File: src/rtl/hazard_stall_controller_pkg.sv
// Shared definitions for the hazard/stall controller: opcode constants,
// controller state encoding and the width of the stall/drain down-counter.
package hazard_stall_controller_pkg;

  localparam logic [3:0] OP_LBU  = 4'b1010;
  localparam logic [3:0] OP_LW   = 4'b1100;
  localparam logic [3:0] OP_HALT = 4'b1111;

  // Wide enough for the largest drain length (7) and stall reload (2).
  localparam int CNT_W = 3;

  typedef enum logic [1:0] {
    ST_RUN    = 2'd0,
    ST_STALL  = 2'd1,
    ST_DRAIN  = 2'd2,
    ST_HALTED = 2'd3
  } state_t;

  // True when the ID-stage opcode asks the core to stop.
  function automatic logic is_halt_op(input logic [3:0] opcode);
    return opcode == OP_HALT;
  endfunction

endpackage

File: src/rtl/hazard_stall_controller_hazard_detect.sv
// Load-use comparator: the EX-stage load writes a register that the
// ID-stage instruction reads, so ID must wait for the loaded data.
module hazard_detect #(
  parameter int REG_ADDR_W = 4
) (
  input  logic                  ex_mem_read,
  input  logic [REG_ADDR_W-1:0] ex_rd,
  input  logic [REG_ADDR_W-1:0] id_rs1,
  input  logic [REG_ADDR_W-1:0] id_rs2,
  output logic                  load_use
);

  // Register 0 is hard-wired zero, so a load targeting it never hazards.
  assign load_use = ex_mem_read
                  && (ex_rd != '0)
                  && ((ex_rd == id_rs1) || (ex_rd == id_rs2));

endmodule

File: src/rtl/hazard_stall_controller.sv
// Pipeline hazard/stall controller: inserts load-use bubbles, flushes IF/ID
// on taken branches, drains and stops the core on HALT or an exception.
// Optional feature: define HAZARD_STALL_COUNT_EN to add a 16-bit saturating
// stall_count output counting pc_write=0 cycles in RUN or STALL.
module hazard_stall_controller
  import hazard_stall_controller_pkg::*;
#(
  parameter int REG_ADDR_W        = 4,
  parameter int LOAD_STALL_CYCLES = 1,
  parameter int DRAIN_CYCLES      = 3
) (
  input  logic                  clk,
  input  logic                  rst_n,
  input  logic [3:0]            id_opcode,
  input  logic [REG_ADDR_W-1:0] id_rs1,
  input  logic [REG_ADDR_W-1:0] id_rs2,
  input  logic                  ex_mem_read,
  input  logic [REG_ADDR_W-1:0] ex_rd,
  input  logic                  branch_taken,
  input  logic                  exception,
  output logic                  pc_write,
  output logic                  ifid_write,
  output logic                  idex_bubble,
  output logic                  ifid_flush,
  output logic                  halted
`ifdef HAZARD_STALL_COUNT_EN
  ,
  output logic [15:0]           stall_count
`endif
);

  // Extra STALL-state cycles after the RUN cycle that detects the hazard.
  localparam logic [CNT_W-1:0] STALL_LOAD = CNT_W'(LOAD_STALL_CYCLES - 1);
  localparam logic [CNT_W-1:0] DRAIN_LOAD = CNT_W'(DRAIN_CYCLES);
  localparam logic [CNT_W-1:0] CNT_ONE    = CNT_W'(1);

  state_t           state;
  state_t           state_next;
  logic [CNT_W-1:0] cnt;
  logic [CNT_W-1:0] cnt_next;
  logic             load_use;

  hazard_detect #(
    .REG_ADDR_W (REG_ADDR_W)
  ) u_hazard_detect (
    .ex_mem_read (ex_mem_read),
    .ex_rd       (ex_rd),
    .id_rs1      (id_rs1),
    .id_rs2      (id_rs2),
    .load_use    (load_use)
  );

  // Next-state, counter and pipeline-control decode from state and inputs.
  always_comb begin
    // NOTE: every output of this block gets a default before the case so no
    // path leaves one unassigned, which would otherwise infer a latch.
    pc_write    = 1'b1;
    ifid_write  = 1'b1;
    idex_bubble = 1'b0;
    ifid_flush  = 1'b0;
    halted      = 1'b0;
    state_next  = state;
    cnt_next    = cnt;

    unique case (state)
      ST_RUN: begin
        if (exception) begin
          pc_write    = 1'b0;
          ifid_write  = 1'b0;
          idex_bubble = 1'b1;
          ifid_flush  = 1'b1;
          state_next  = ST_HALTED;
          cnt_next    = '0;
        end else if (load_use) begin
          // Hold PC and IF/ID, bubble EX; a pending branch re-evaluates later.
          pc_write    = 1'b0;
          ifid_write  = 1'b0;
          idex_bubble = 1'b1;
          if (STALL_LOAD != '0) begin
            state_next = ST_STALL;
            cnt_next   = STALL_LOAD;
          end
        end else if (is_halt_op(id_opcode)) begin
          pc_write    = 1'b0;
          ifid_write  = 1'b0;
          idex_bubble = 1'b1;
          state_next  = ST_DRAIN;
          cnt_next    = DRAIN_LOAD;
        end else if (branch_taken) begin
          ifid_flush  = 1'b1;
        end
      end

      ST_STALL, ST_DRAIN: begin
        pc_write    = 1'b0;
        ifid_write  = 1'b0;
        idex_bubble = 1'b1;
        if (exception) begin
          ifid_flush = 1'b1;
          state_next = ST_HALTED;
          cnt_next   = '0;
        end else if (cnt <= CNT_ONE) begin
          // Last counted cycle: STALL resumes RUN, DRAIN stops the core.
          state_next = (state == ST_STALL) ? ST_RUN : ST_HALTED;
          cnt_next   = '0;
        end else begin
          cnt_next   = cnt - CNT_ONE;
        end
      end

      ST_HALTED: begin
        pc_write    = 1'b0;
        ifid_write  = 1'b0;
        idex_bubble = 1'b1;
        halted      = 1'b1;
      end

      default: begin
        pc_write    = 1'b0;
        ifid_write  = 1'b0;
        idex_bubble = 1'b1;
        state_next  = ST_RUN;
        cnt_next    = '0;
      end
    endcase

    // While reset is held the pipeline is frozen and IF/ID is cleared.
    if (!rst_n) begin
      pc_write    = 1'b0;
      ifid_write  = 1'b0;
      idex_bubble = 1'b1;
      ifid_flush  = 1'b1;
      halted      = 1'b0;
    end
  end

  // State and down-counter registers; reset abandons any stall or drain.
  always_ff @(posedge clk) begin
    // NOTE: state and counter use non-blocking assignments so all flops
    // update together on the edge; reset is synchronous, sampled here.
    if (!rst_n) begin
      state <= ST_RUN;
      cnt   <= '0;
    end else begin
      state <= state_next;
      cnt   <= cnt_next;
    end
  end

`ifdef HAZARD_STALL_COUNT_EN
  // Saturating count of front-end freeze cycles seen in RUN or STALL.
  always_ff @(posedge clk) begin
    if (!rst_n) begin
      stall_count <= '0;
    end else if (((state == ST_RUN) || (state == ST_STALL)) && !pc_write
                 && (stall_count != 16'hFFFF)) begin
      stall_count <= stall_count + 16'd1;
    end
  end
`endif

endmodule

File: config.mk
export PLATFORM = sky130hd
export DESIGN_NAME = hazard_stall_controller
export DESIGN_NICKNAME = d
export VERILOG_FILES = /design/src/rtl/hazard_stall_controller_pkg.sv /design/src/rtl/hazard_stall_controller_hazard_detect.sv /design/src/rtl/hazard_stall_controller.sv
export SDC_FILE = /design/constraint.sdc
export NUM_CORES = 1
export LEC_CHECK = 0
export ABC_AREA = 1
export CORE_MARGIN = 2
export CORE_UTILIZATION = 38
export CTS_CLUSTER_SIZE = 10
export DETAILED_ROUTE_END_ITERATION = 10
export PLACE_DENSITY = 0.75
export SYNTH_ARGS = -nofsm -noshare
export SYNTH_HDL_FRONTEND = slang
export SYNTH_SLANG_ARGS = --single-unit
File: constraint.sdc
create_clock -name clk -period 1.3 [get_ports clk]
set_input_delay 0.26 -clock clk [delete_from_list [all_inputs] [get_ports clk]]
set_output_delay 0.26 -clock clk [all_outputs]
set_load 0.05 [all_outputs]
==> results of run 1 <==
cells in the final DEF (no fill, tap or decap), types with 2 or more instances in the layout:
master	count
nand2_1	27
nand2_2	15
buf_4	14
inv_1	10
buf_2	8
inv_2	7
buf_6	7
a21oi_2	6
inv_4	5
nand3_2	5
buf_12	5
ha_4	4
dlygate4sd2_1	4
nor2_1	3
o21ai_2	3
ha_1	3
clkbuf_4	3
dfxtp_2	3
nor2_2	2
nor2_4	2
nand2_4	2
nand3_1	2
clkdlybuf4s15_1	2
final timing paths:
| check | from | cells past startpoint | to | slack, ns |
|---|---|---|---|---|
| worst max-delay path | state[1] | 7 | ifid_flush | -0.43 |
| worst min-delay path | cnt[0] | 2 | cnt[0] | 0.51 |
| worst max register to register | cnt[1] | 8 | cnt[2] | -0.12 |
| worst min register to register | cnt[0] | 2 | cnt[0] | 0.51 |
state kept, by name (all words and copies together) (netlist names):
name   flops
cnt        3
state      2
where the power goes:
part	switching (mW)	leakage, nW	internal [mW]
combinational	0.831	0.589	0.700
clock	0.0807	0.0150	0.117
sequential	0.0713	0.0428	0.217
total	0.983	0.647	1.03
layer usage:
metal	wire [um]	vias to the layer above	part of all wire, %
met5	0	-	0
met4	112	0	4.3
met3	167	10	6.4
met2	1342	53	51
met1	994	411	38
li1	-	433	-
area by class of cell:
cell class | count | area [um2] | share of cell area, %
multi-input combinational | 82 | 604.3 | 46.67
timing repair buffer | 43 | 416.7 | 32.17
inverter | 24 | 120.1 | 9.275
sequential | 5 | 107.6 | 8.309
clock buffer | 4 | 26.28 | 2.029
tap | 16 | 20.02 | 1.546
stage by stage:
| step | cell area (um2) | total power [mW] |
|---|---|---|
| finish | 1295 | 2.017 |
| global route | 1295 | 2.113 |
| CTS | 1156 | 1.676 |
| detailed placement | 1080 | 1.324 |
| global placement | 1080 | 1.298 |
| floorplan | 703.2 | 0.9176 |
critical path: cells and delay by family (launching register included):
family,cells,cell delay [ns]
flip-flops,1,0.35
AND/OR/NAND/NOR,1,0.08
AO/OA/AOI/OAI,2,0.26
buffers and inverters,3,0.24
adder cells (fa/ha/maj),1,0.27
logic make-up (layout without fill, tap and decap cells):
kind of cell | after synthesis | after routing | synth area share, %
AND/OR/NAND/NOR | 60 | 60 | 41.96
flip-flops | 5 | 5 | 15.69
buffers and inverters | 25 | 71 | 15.30
AO/OA/AOI/OAI | 14 | 14 | 11.96
XOR/XNOR | 1 | 1 | 1.373
adder cells (fa/ha/maj) | 7 | 7 | 13.72
what timing repair did:
item	in CTS	in global routing
endpoints found under the setup margin	10	10
gates resized for setup	81	36
pin swaps	34	34
setup buffers	7	5
==> impl_metrics.json, run 1 <==
{
  "rsz0062_at_grt": "true",
  "tightest_slew_ns": 0.2591,
  "ir_worst_vdd_mv": 1.312,
  "ys_seq_area_share_pct": 15.69,
  "placed_cells": 161,
  "use_met2_pct": 41.43,
  "violations": "setup timing",
  "dieArea_um2": 2023,
  "wirelength_mm": 2.616,
  "start_kind": "flip-flop",
  "status": "complete, but fails checks",
  "ant_nets": 0,
  "synth_ff_type": "dfxtp_1",
  "synth_fp_nets": 140,
  "holdWs_ns": 0.5093,
  "viasPerCell": 5.213,
  "place.gp.congestion": 0.7439,
  "routedWlPerCell_um": 15.03,
  "crit_path_end_kind": "output port",
  "antenna_found_initial": 0,
  "drive_gt1_share_pct": 61.39,
  "cp_max_fo": 3,
  "design.core.area_um2": 1541,
  "hold_viol_final": 0,
  "nFillCells": 93,
  "synth_top_area_cell": "nand2_1",
  "first_pass_iters": 4,
  "post-dp-hpwl_mm": 1.382,
  "drt_iter0_markers": 25,
  "hold_class": "reg -> reg",
  "period_share_pct": 132.8,
  "max_freq_ghz": 0.5793,
  "fin_util_pct": 84.01,
  "period_needed_ns": 1.726,
  "worstSetupPathType": "reg -> out",
  "setup_slack_ns": -0.4263,
  "fp.dieH_um": 44.98,
  "vias": 907,
  "grt_pass1_vias": 795,
  "nets": 187,
  "setup_violations": 10,
  "yosys_register_bits": 5,
  "slowest_delay_ns": 0.35,
  "diodes": 0,
  "syn_area_per_cell_um2": 5.697,
  "drv_cap": 0,
  "grt_usage_pct": 21.71,
  "clock_skew_ns": 0.005965,
  "grt_use_met3_pct": 5.200,
  "insertion_delay_ns": 0.26,
  "cts_buffer_depth": 2,
  "grt.met1_usage_pct": 23.11,
  "clock-sinks": 5,
  "clkSlewWorstSetupHoldPaths_ns": 0.04,
  "synth_cell_type_count": 19,
  "layout.cells.non_filler": 174,
  "critPathArrivalTime_ns": 1.47,
  "die_w_um": 44.98,
  "start_util_pct": 41.40,
  "pre_cts_ws_ns": -0.8620,
  "drc": 0,
  "synthArstFlopShare_pct": 0,
  "syn_area_um2": 638.1,
  "grt_max_degree": 8,
  "path_cells": "inv_4, ha_4, inv_2, a21oi_2, o21ai_2, nand2_2, buf_12",
  "synthCells": 112,
  "cts_buffers": 3,
  "cts_max_level": 1,
  "ys_top_cells_by_area": "nand2_1 22%, dfxtp_1 16%, ha_1 14%",
  "slew_viol_final": 0,
  "slowest_stage": "dfxtp_2",
  "crit_required_ns": 1.04,
  "postCtsHoldBufs": 0,
  "io_pins": 26,
  "grt-ovfl-total": 0,
  "rows": 14,
  "grt_pass1_wl_mm": 3.201,
  "area_growth_pct": 102.9,
  "p_per_area_nw_per_um2": 1557,
  "tns_ns": -1.980,
  "port_buffers": 25,
  "cts_root_buf": "clkbuf_4",
  "synth_warnings": 0,
  "gr-max-usage-layer": "met2",
  "synth_common_cells": "37 x nand2_1, 21 x inv_1, 7 x a21oi_1, 7 x ha_1, 7 x nand3_1",
  "cts_tree": "built",
  "synth_edf_count": 0,
  "slew_headroom_pct": 82.71,
  "yosys.area.top_type_share_pct": 21.76,
  "synth.most_common_cell": "nand2_1",
  "p_leak_nw": 0.6466
}
Note: power is estimated with default switching activity, not from simulation.
==> run 2, diff against run 1 <==
TNS_END_PERCENT = 50   (was not set)
==> run 2 against run 1 <==
Compared with the run above: the flow still finishes with violations (setup timing); total power is 21% lower; global-route usage is 0.71 points lower; routed wire length is 32% lower; flip-flop and latch count stayed put; non-clock buffer count is 1 lower; core utilization is 8.2 points lower; final cell count is 0.57% lower; worst hold slack worse by 0.022 ns; clock power is 10% lower; combinational power is 24% lower; clock skew is 0.0028 ns higher.
==> impl_metrics.json, run 2 (same netlist as run 1, synthesis figures left out) <==
{
  "crit_required_ns": 1.04,
  "drive_gt1_share_pct": 49.68,
  "tightest_slew_ns": 0.1719,
  "mostFrequentLayoutCells": "31 x nand2_1, 16 x buf_4, 12 x inv_1",
  "fp.dieH_um": 44.98,
  "die_w_um": 44.98,
  "clkSlewWorstSetupHoldPaths_ns": 0.05,
  "cp_max_fo": 3,
  "grt_usage_pct": 21.00,
  "grt_max_degree": 8,
  "drc": 0,
  "antenna_found_initial": 0,
  "cts_buffer_depth": 2,
  "routedWlPerCell_um": 10.21,
  "design.core.area_um2": 1541,
  "status": "complete, but fails checks",
  "grt-ovfl-total": 0,
  "critPathArrivalTime_ns": 1.35,
  "worstSetupPathType": "reg -> out",
  "ir_worst_vdd_mv": 1.101,
  "drv_cap": 0,
  "first_pass_iters": 4,
  "viasPerCell": 4.590,
  "ant_nets": 0,
  "max_freq_ghz": 0.6205,
  "cts_max_level": 1,
  "crit_path_end_kind": "output port",
  "hold_viol_final": 0,
  "start_kind": "flip-flop",
  "post-dp-hpwl_mm": 1.391,
  "hold_class": "reg -> reg",
  "wirelength_mm": 1.767,
  "area_growth_pct": 83.14,
  "p_per_area_nw_per_um2": 1361,
  "cts_tree": "built",
  "reg_top3": "cnt x3, state x2",
  "rsz0062_at_grt": "true",
  "diodes": 0,
  "pre_cts_ws_ns": -0.8306,
  "insertion_delay_ns": 0.24,
  "period_share_pct": 124.0,
  "nets": 186,
  "fin_util_pct": 75.81,
  "dieArea_um2": 2023,
  "violations": "setup timing",
  "drt_iter0_markers": 6,
  "clock-sinks": 5,
  "mostFrequentLayoutCell": "nand2_1",
  "vias": 794,
  "clock_skew_ns": 0.008799,
  "port_buffers": 25,
  "start_util_pct": 41.40,
  "io_pins": 26,
  "grt_pass1_wl_mm": 3.256,
  "largest_reg_flops": 3,
  "regMostFlops": "cnt",
  "nFillCells": 122,
  "cts_buffers": 3,
  "period_needed_ns": 1.612,
  "placed_cells": 165,
  "p_total_mw": 1.590,
  "p_leak_nw": 0.6199,
  "slew_viol_final": 0,
  "place.gp.congestion": 0.7797,
  "layout.cells.non_filler": 173,
  "setup_slack_ns": -0.3115,
  "slew_headroom_pct": 88.42,
  "cts_root_buf": "clkbuf_4",
  "grt_pass1_vias": 821,
  "postCtsHoldBufs": 0,
  "rows": 14,
  "setup_violations": 10
}
run 2: metrics by stage:
stage / TNS, ns / hold WS (ns) / area (um2)
3_3_place_gp: -6.000 / 0.4574 / 1096
5_1_grt: -2.215 / 0.5233 / 1169
2_1_floorplan: -0.5170 / 0.4390 / 689.4
6_report: -1.415 / 0.4873 / 1169
3_5_place_dp: -6.378 / 0.4774 / 1096
4_1_cts: -1.437 / 0.4849 / 1122
run 2: layer usage:
metal	vias to the layer above	global-route usage, %	part of all wire [%]
li1	428	-	-
met1	346	25.18	45
met2	20	39.43	50
met3	0	2.000	5.5
met4	0	5.294	0
met5	-	0	0
run 2: cell type report:
cell class                 instances  area [um2]  share of cell area (%)
tap                               16       20.02                   1.713
clock inverter                     1       5.005                  0.4283
sequential                         5       102.6                   8.779
clock buffer                       3       22.52                   1.927
timing repair buffer              42       399.1                   34.15
multi-input combinational         82       506.7                   43.36
inverter                          24       112.6                   9.636
run 2: where the power goes:
part / switching [mW] / internal, mW / leakage (nW) / total [mW]
logic: 0.601 / 0.565 / 0.560 / 1.17
registers: 0.0389 / 0.207 / 0.0418 / 0.246
clock network: 0.0661 / 0.111 / 0.0177 / 0.178
total: 0.706 / 0.884 / 0.620 / 1.59
run 2: critical path, stage by stage, from the launching register on:
cell     delay [ns]
dfxtp_2        0.33
inv_2          0.06
ha_4           0.28
inv_4          0.03
a21oi_2        0.10
o21ai_1        0.08
nand2_2        0.09
buf_12         0.14
run 2: path summary, 6_finish.rpt:
| check | slack (ns) | cells past startpoint | to | start |
|---|---|---|---|---|
| min reg2reg | 0.49 | 2 | cnt[1] | cnt[1] |
| min | 0.49 | 2 | cnt[1] | cnt[1] |
| max | -0.31 | 7 | ifid_flush | state[1] |
| max reg2reg | -0.03 | 9 | state[1] | state[1] |
run 2: what timing repair did:
item,4_1_cts,5_1_grt
cloned,0,0
pin swaps,22,17
resized for setup,67,18
buffers inserted,2,2
endpoints found under the setup margin,10,10
